### src/rtl/alu_pkg.sv
// Shared ALU definitions: datapath widths and the multiplier sequencer state type.
package alu_pkg;
    localparam int MUL_W  = 16;
    localparam int PROD_W = 32;

    typedef enum logic [1:0] {
        IDLE = 2'd0,
        RUN  = 2'd1,
        DONE = 2'd2
    } mul_state_t;
endpackage

### src/rtl/adder.sv
// 16-bit unsigned adder with carry out and no carry in; the ALU's shared add resource.
module adder
    import alu_pkg::*;
(
    input  logic [MUL_W-1:0] a,
    input  logic [MUL_W-1:0] b,
    output logic [MUL_W-1:0] sum,
    output logic             carry
);
    assign {carry, sum} = {1'b0, a} + {1'b0, b};
endmodule

### src/rtl/shift_add_mul_ctrl.sv
// Sequential 16x16->32 shift-and-add multiplier driving one shared adder, one step per clock.
// Optional data-dependent early termination is enabled by defining MUL_EARLY_EXIT_EN.
module shift_add_mul_ctrl
    import alu_pkg::*;
#(
    parameter int ITERS = 16
) (
    input  logic              clk,
    input  logic              rst_n,
    input  logic              start,
    input  logic [MUL_W-1:0]  a,
    input  logic [MUL_W-1:0]  b,
    output logic              busy,
    output logic              done,
    output logic [PROD_W-1:0] product
);
    localparam int CW    = $clog2(ITERS + 1);
    localparam int SHIFT = MUL_W - ITERS;

    mul_state_t        state_r;
    mul_state_t        next_s;
    logic [MUL_W-1:0]  mcand_r;
    logic [MUL_W-1:0]  acc_hi_r;
    logic [MUL_W-1:0]  lo_r;
    logic [CW-1:0]     cnt_r;
    logic [PROD_W-1:0] product_r;

    logic [MUL_W-1:0]  add_b_s;
    logic [MUL_W-1:0]  sum_s;
    logic              carry_s;
    logic [PROD_W-1:0] step_s;
    logic              last_s;
    logic              early_s;

    // Partial product only enters the adder when the current multiplier bit is set.
    assign add_b_s = lo_r[0] ? mcand_r : 16'h0000;

    adder u_adder (
        .a     (acc_hi_r),
        .b     (add_b_s),
        .sum   (sum_s),
        .carry (carry_s)
    );

    // 33-bit right shift of {carry, sum, lo}: the carry lands in acc_hi[15].
    assign step_s = {carry_s, sum_s, lo_r[MUL_W-1:1]};
    assign last_s = (cnt_r == CW'(ITERS - 1));

`ifdef MUL_EARLY_EXIT_EN
    logic [PROD_W-1:0] mask_s;

    // Detect that every multiplier bit still to be processed is zero.
    always_comb begin
        mask_s  = (32'd1 << (32'(ITERS) - 32'(cnt_r))) - 32'd1;
        early_s = (({16'h0000, lo_r} & mask_s) == 32'h0000_0000);
    end
`else
    assign early_s = 1'b0;
`endif

    // State register.
    always_ff @(posedge clk or negedge rst_n) begin
        if (!rst_n) begin
            state_r <= IDLE;
        end else begin
            state_r <= next_s;
        end
    end

    // Next-state logic; start is only honoured from IDLE.
    always_comb begin
        next_s = state_r;
        case (state_r)
            IDLE:    next_s = start ? RUN : IDLE;
            RUN:     next_s = (early_s || last_s) ? DONE : RUN;
            DONE:    next_s = IDLE;
            default: next_s = IDLE;
        endcase
    end

    // Handshake outputs decoded straight from the state register.
    always_comb begin
        busy = 1'b0;
        done = 1'b0;
        case (state_r)
            RUN:     busy = 1'b1;
            DONE:    done = 1'b1;
            default: begin
                busy = 1'b0;
                done = 1'b0;
            end
        endcase
    end

    // Operand latch, shift-and-add datapath and result register.
    always_ff @(posedge clk or negedge rst_n) begin
        if (!rst_n) begin
            mcand_r   <= 16'h0000;
            acc_hi_r  <= 16'h0000;
            lo_r      <= 16'h0000;
            cnt_r     <= '0;
            product_r <= 32'h0000_0000;
        end else if (state_r == IDLE && start) begin
            mcand_r  <= a;
            lo_r     <= b;
            acc_hi_r <= 16'h0000;
            cnt_r    <= '0;
        end else if (state_r == RUN) begin
            if (early_s) begin
                product_r <= ({acc_hi_r, lo_r} >> (32'd16 - 32'(cnt_r))) >> SHIFT;
            end else begin
                {acc_hi_r, lo_r} <= step_s;
                cnt_r            <= cnt_r + CW'(1);
                if (last_s) begin
                    product_r <= step_s >> SHIFT;
                end else begin
                    product_r <= product_r;
                end
            end
        end else begin
            product_r <= product_r;
        end
    end

    assign product = product_r;
endmodule

### config.mk
export PLATFORM = sky130hd
export DESIGN_NAME = shift_add_mul_ctrl
export DESIGN_NICKNAME = d
export VERILOG_FILES = /design/src/rtl/alu_pkg.sv /design/src/rtl/adder.sv /design/src/rtl/shift_add_mul_ctrl.sv
export SDC_FILE = /design/constraint.sdc
export NUM_CORES = 1
export LEC_CHECK = 0
export ABC_AREA = 1
export ABC_CLOCK_PERIOD_IN_PS = 4920
export CAP_MARGIN = 20
export CORE_ASPECT_RATIO = 0.5
export CORE_MARGIN = 2
export CORE_UTILIZATION = 30
export DETAILED_ROUTE_END_ITERATION = 12
export PLACE_DENSITY_LB_ADDON = 0.08
export SLEW_MARGIN = 20
export SYNTH_ARGS = -nofsm -noshare
export SYNTH_HDL_FRONTEND = slang
export SYNTH_HIERARCHICAL = 1
export SYNTH_SLANG_ARGS = --single-unit
### constraint.sdc
create_clock -name clk -period 4.92 [get_ports clk]
set_input_delay 0.738 -clock clk [delete_from_list [all_inputs] [get_ports clk]]
set_output_delay 0.738 -clock clk [all_outputs]
set_load 0.01 [all_outputs]
==> results.cfg <==
[route]
totalWireLength_um = 11400
wire_per_inst_um = 13.1
dr.pass1.iters = 4
vias_per_cell = 4.27
vias = 3744
drtIter0Drc = 250
ant_nets = 0
post-route-drc-count = 0

[placement]
dpl.cell_count = 860
dp_hpwl_um = 7660
place.gp.congestion = 0.767
place_area_sq_um = 5420
port_buffers = 68

[synth]
synthesis.area_sq_um = 4630
synth_top_family_by_area = simple AND/OR/NAND/NOR gates
synth-compound-area-share_pct = 3.43
ys_seq_area_share_pct = 47.0
synth_xor_area_share_pct = 1.32
muxShareOfSynthArea_pct = 0
synth_area_per_cell_sq_um = 7.60
synth_top_area_cell = dfrtp_1
synthAdderAreaFrac_pct = 5.30
synth_cell_types = 31
yosys_warnings = 6
ys_ff_latch = 87
syn_inst = 609
yosys.area.top_type_share_pct = 47.0
ys_top_cells_by_area = dfrtp_1 47%, nand2_1 22%, nand3_1 6.3%
yosys.area_share.simple_pct = 33.5
synth_nets = 663

[sta]
tightest_slew_ps = 915
finClkSkew_ps = 13.4
maxSlewHeadroom_pct = 38.8
slew_viol_final = 0
rsz0062_at_grt = no
period_needed_ps = 3230
final.setup.tns_ps = 0
finalHoldViolCount = 0
max_freq_mhz = 310
setup-violations-final = 0
fin_crit_sh_pct = 65.6

[setup_path]
crit_buf_inv = 3
reg2reg_slack_ps = 2410
cp_max_fo = 47
crit_family = buffers and inverters
path_class = reg2out
cp.arrival_ps = 2490
start_kind = flip-flop
max_stage_delay_ps = 620
worst_ep_required_time_ps = 4180
crit_chain = inv_2, nand2_2, inv_4, clkdlybuf4s50_1
cpMaxStageDelayCell = clkdlybuf4s50_1
crit_path_end_kind = primary output

[global_routing]
antenna_found_initial = 0
grtUsageMet3_pct = 3.97
use_met2_pct = 22.3
grt_util_met1_pct = 21.4
grt_pass1_wl_um = 19300
grtUsageTotal_pct = 14.8
grt_max_degree = 66
globalRouteOverflowTotal = 0
grt-busiest-layer = met2
grt_pass1_vias = 3717

[job]
cap_violations = 0

[floorplanning]
pin_count = 69
start_util_pct = 30.3
die_x_um = 180
dieArea_sq_um = 16500
placementRows = 32
core_area_sq_um = 15300
die_h_um = 91.8

[clock_network]
holdBufCountCts = 0
htree_levels = 3
numCtsBuffers = 9
cts_setup_buffers = 0
clockBufferDepth = 2
cts_resized = 0
clkTransAtPathRegs_ps = 70
clk_latency_ps = 350
clock-root-buffer = clkbuf_16
cts_tree = built
cts_sinks = 87

[cells_and_area]
layout_commonest_cell = nand2_1
final_cell_mix = 272 x nand2_1, 87 x dfrtp_1, 67 x clkdlybuf4s50_1
drive_gt1_share_pct = 6.70
fin_area_sq_um = 5720
stdcell_count = 876
diodes = 0
nets = 721
syn_to_final_growth_pct = 23.6

[pwr]
peakVddDrop_mv = 0.183
total_leakage_power_nw = 3.05
power_w = 0.00317
power.density_nw_per_um2 = 554

[hold_path]
hold_class = reg2reg

[status]
status = finished clean
## cell usage after synthesis
cell type    n
buf_4        4
or2_0        1
nand2_1    272
a21oi_1      7
and2_4       1
xor2_1       6
nand3b_1     2
nor2_1      16
or2_1        1
nand2_4      1
nand2_2     10
nor3_2       3
or2_2        1
buf_2       11
inv_2        5
ha_1        18
inv_1       65
nor2_2       1
xnor2_1      1
o22ai_1      1
fa_1         1
inv_4        2
o21ai_1     10
a211oi_1     1
clkbuf_1     2
o21ai_0     12
buf_6        6
nand3_1     58
dfrtp_1     87
nand3_2      2
nand4_1      1
## cell type report
cell class / instances / area, sq um
inverter: 72 / 275
clock buffer: 9 / 225
fill: 1633 / 9530
multi-input combinational: 427 / 2020
timing repair buffer: 70 / 693
clock inverter: 7 / 78.8
sequential: 87 / 2180
tap: 204 / 255
## tightest hold or removal path, delay by kind of cell (launching register included)
kind             cells  cell delay (ps)
flip-flops           1              350
AND/OR/NAND/NOR      2              100
## layer usage
metal  wire, um  vias to the layer above
li1           -                     1988
met1       6310                     1697
met2       4690                       51
met3        347                        8
met4         96                        0
met5          0                        -
## registers in the layout, indices dropped and copies added, names as in the netlist
register	cells
mcand_r	16
product	32
cnt_r	5
acc_hi_r	16
lo_r	16
state_r	2
## cell families after synthesis
logic type | after synthesis
AOI/OAI and AO/OA | 31
xor gates and xnor gates | 7
adders and majority gates | 19
buffers and inverters | 95
DFF | 87
and+or+nand+nor | 370
## worst paths after layout
check / from / endpoint / cells past startpoint
max reg2reg: state_r[1]$_DFF_PN0_ / product[25]$_DFFE_PN0P_ / 7
max: state_r[1]$_DFF_PN0_ / busy / 4
min reg2reg: product[3]$_DFFE_PN0P_ / product[3]$_DFFE_PN0P_ / 2
min: product[3]$_DFFE_PN0P_ / product[3]$_DFFE_PN0P_ / 2
max in group asynchronous: rst_n / acc_hi_r[4]$_DFFE_PN0P_ / 2
min in group asynchronous: rst_n / product[2]$_DFFE_PN0P_ / 1
## through the flow
| step | worst slack (ps) | utilization (%) | hold slack, ps |
|---|---|---|---|
| floorplan | 2990 | - | 442 |
| global placement | 2060 | 35.5 | 464 |
| detailed placement | 2050 | 35.5 | 467 |
| CTS | 1670 | 37.5 | 485 |
| global route | 1500 | 37.5 | 493 |
| finish | 1690 | 37.5 | 481 |
## report_power, final
part / switching (W) / internal, W
combinational: 0.000740 / 0.000525
sequential: 0.000187 / 0.000997
clock: 0.000319 / 0.000400
(Power assumes the default switching activity.)
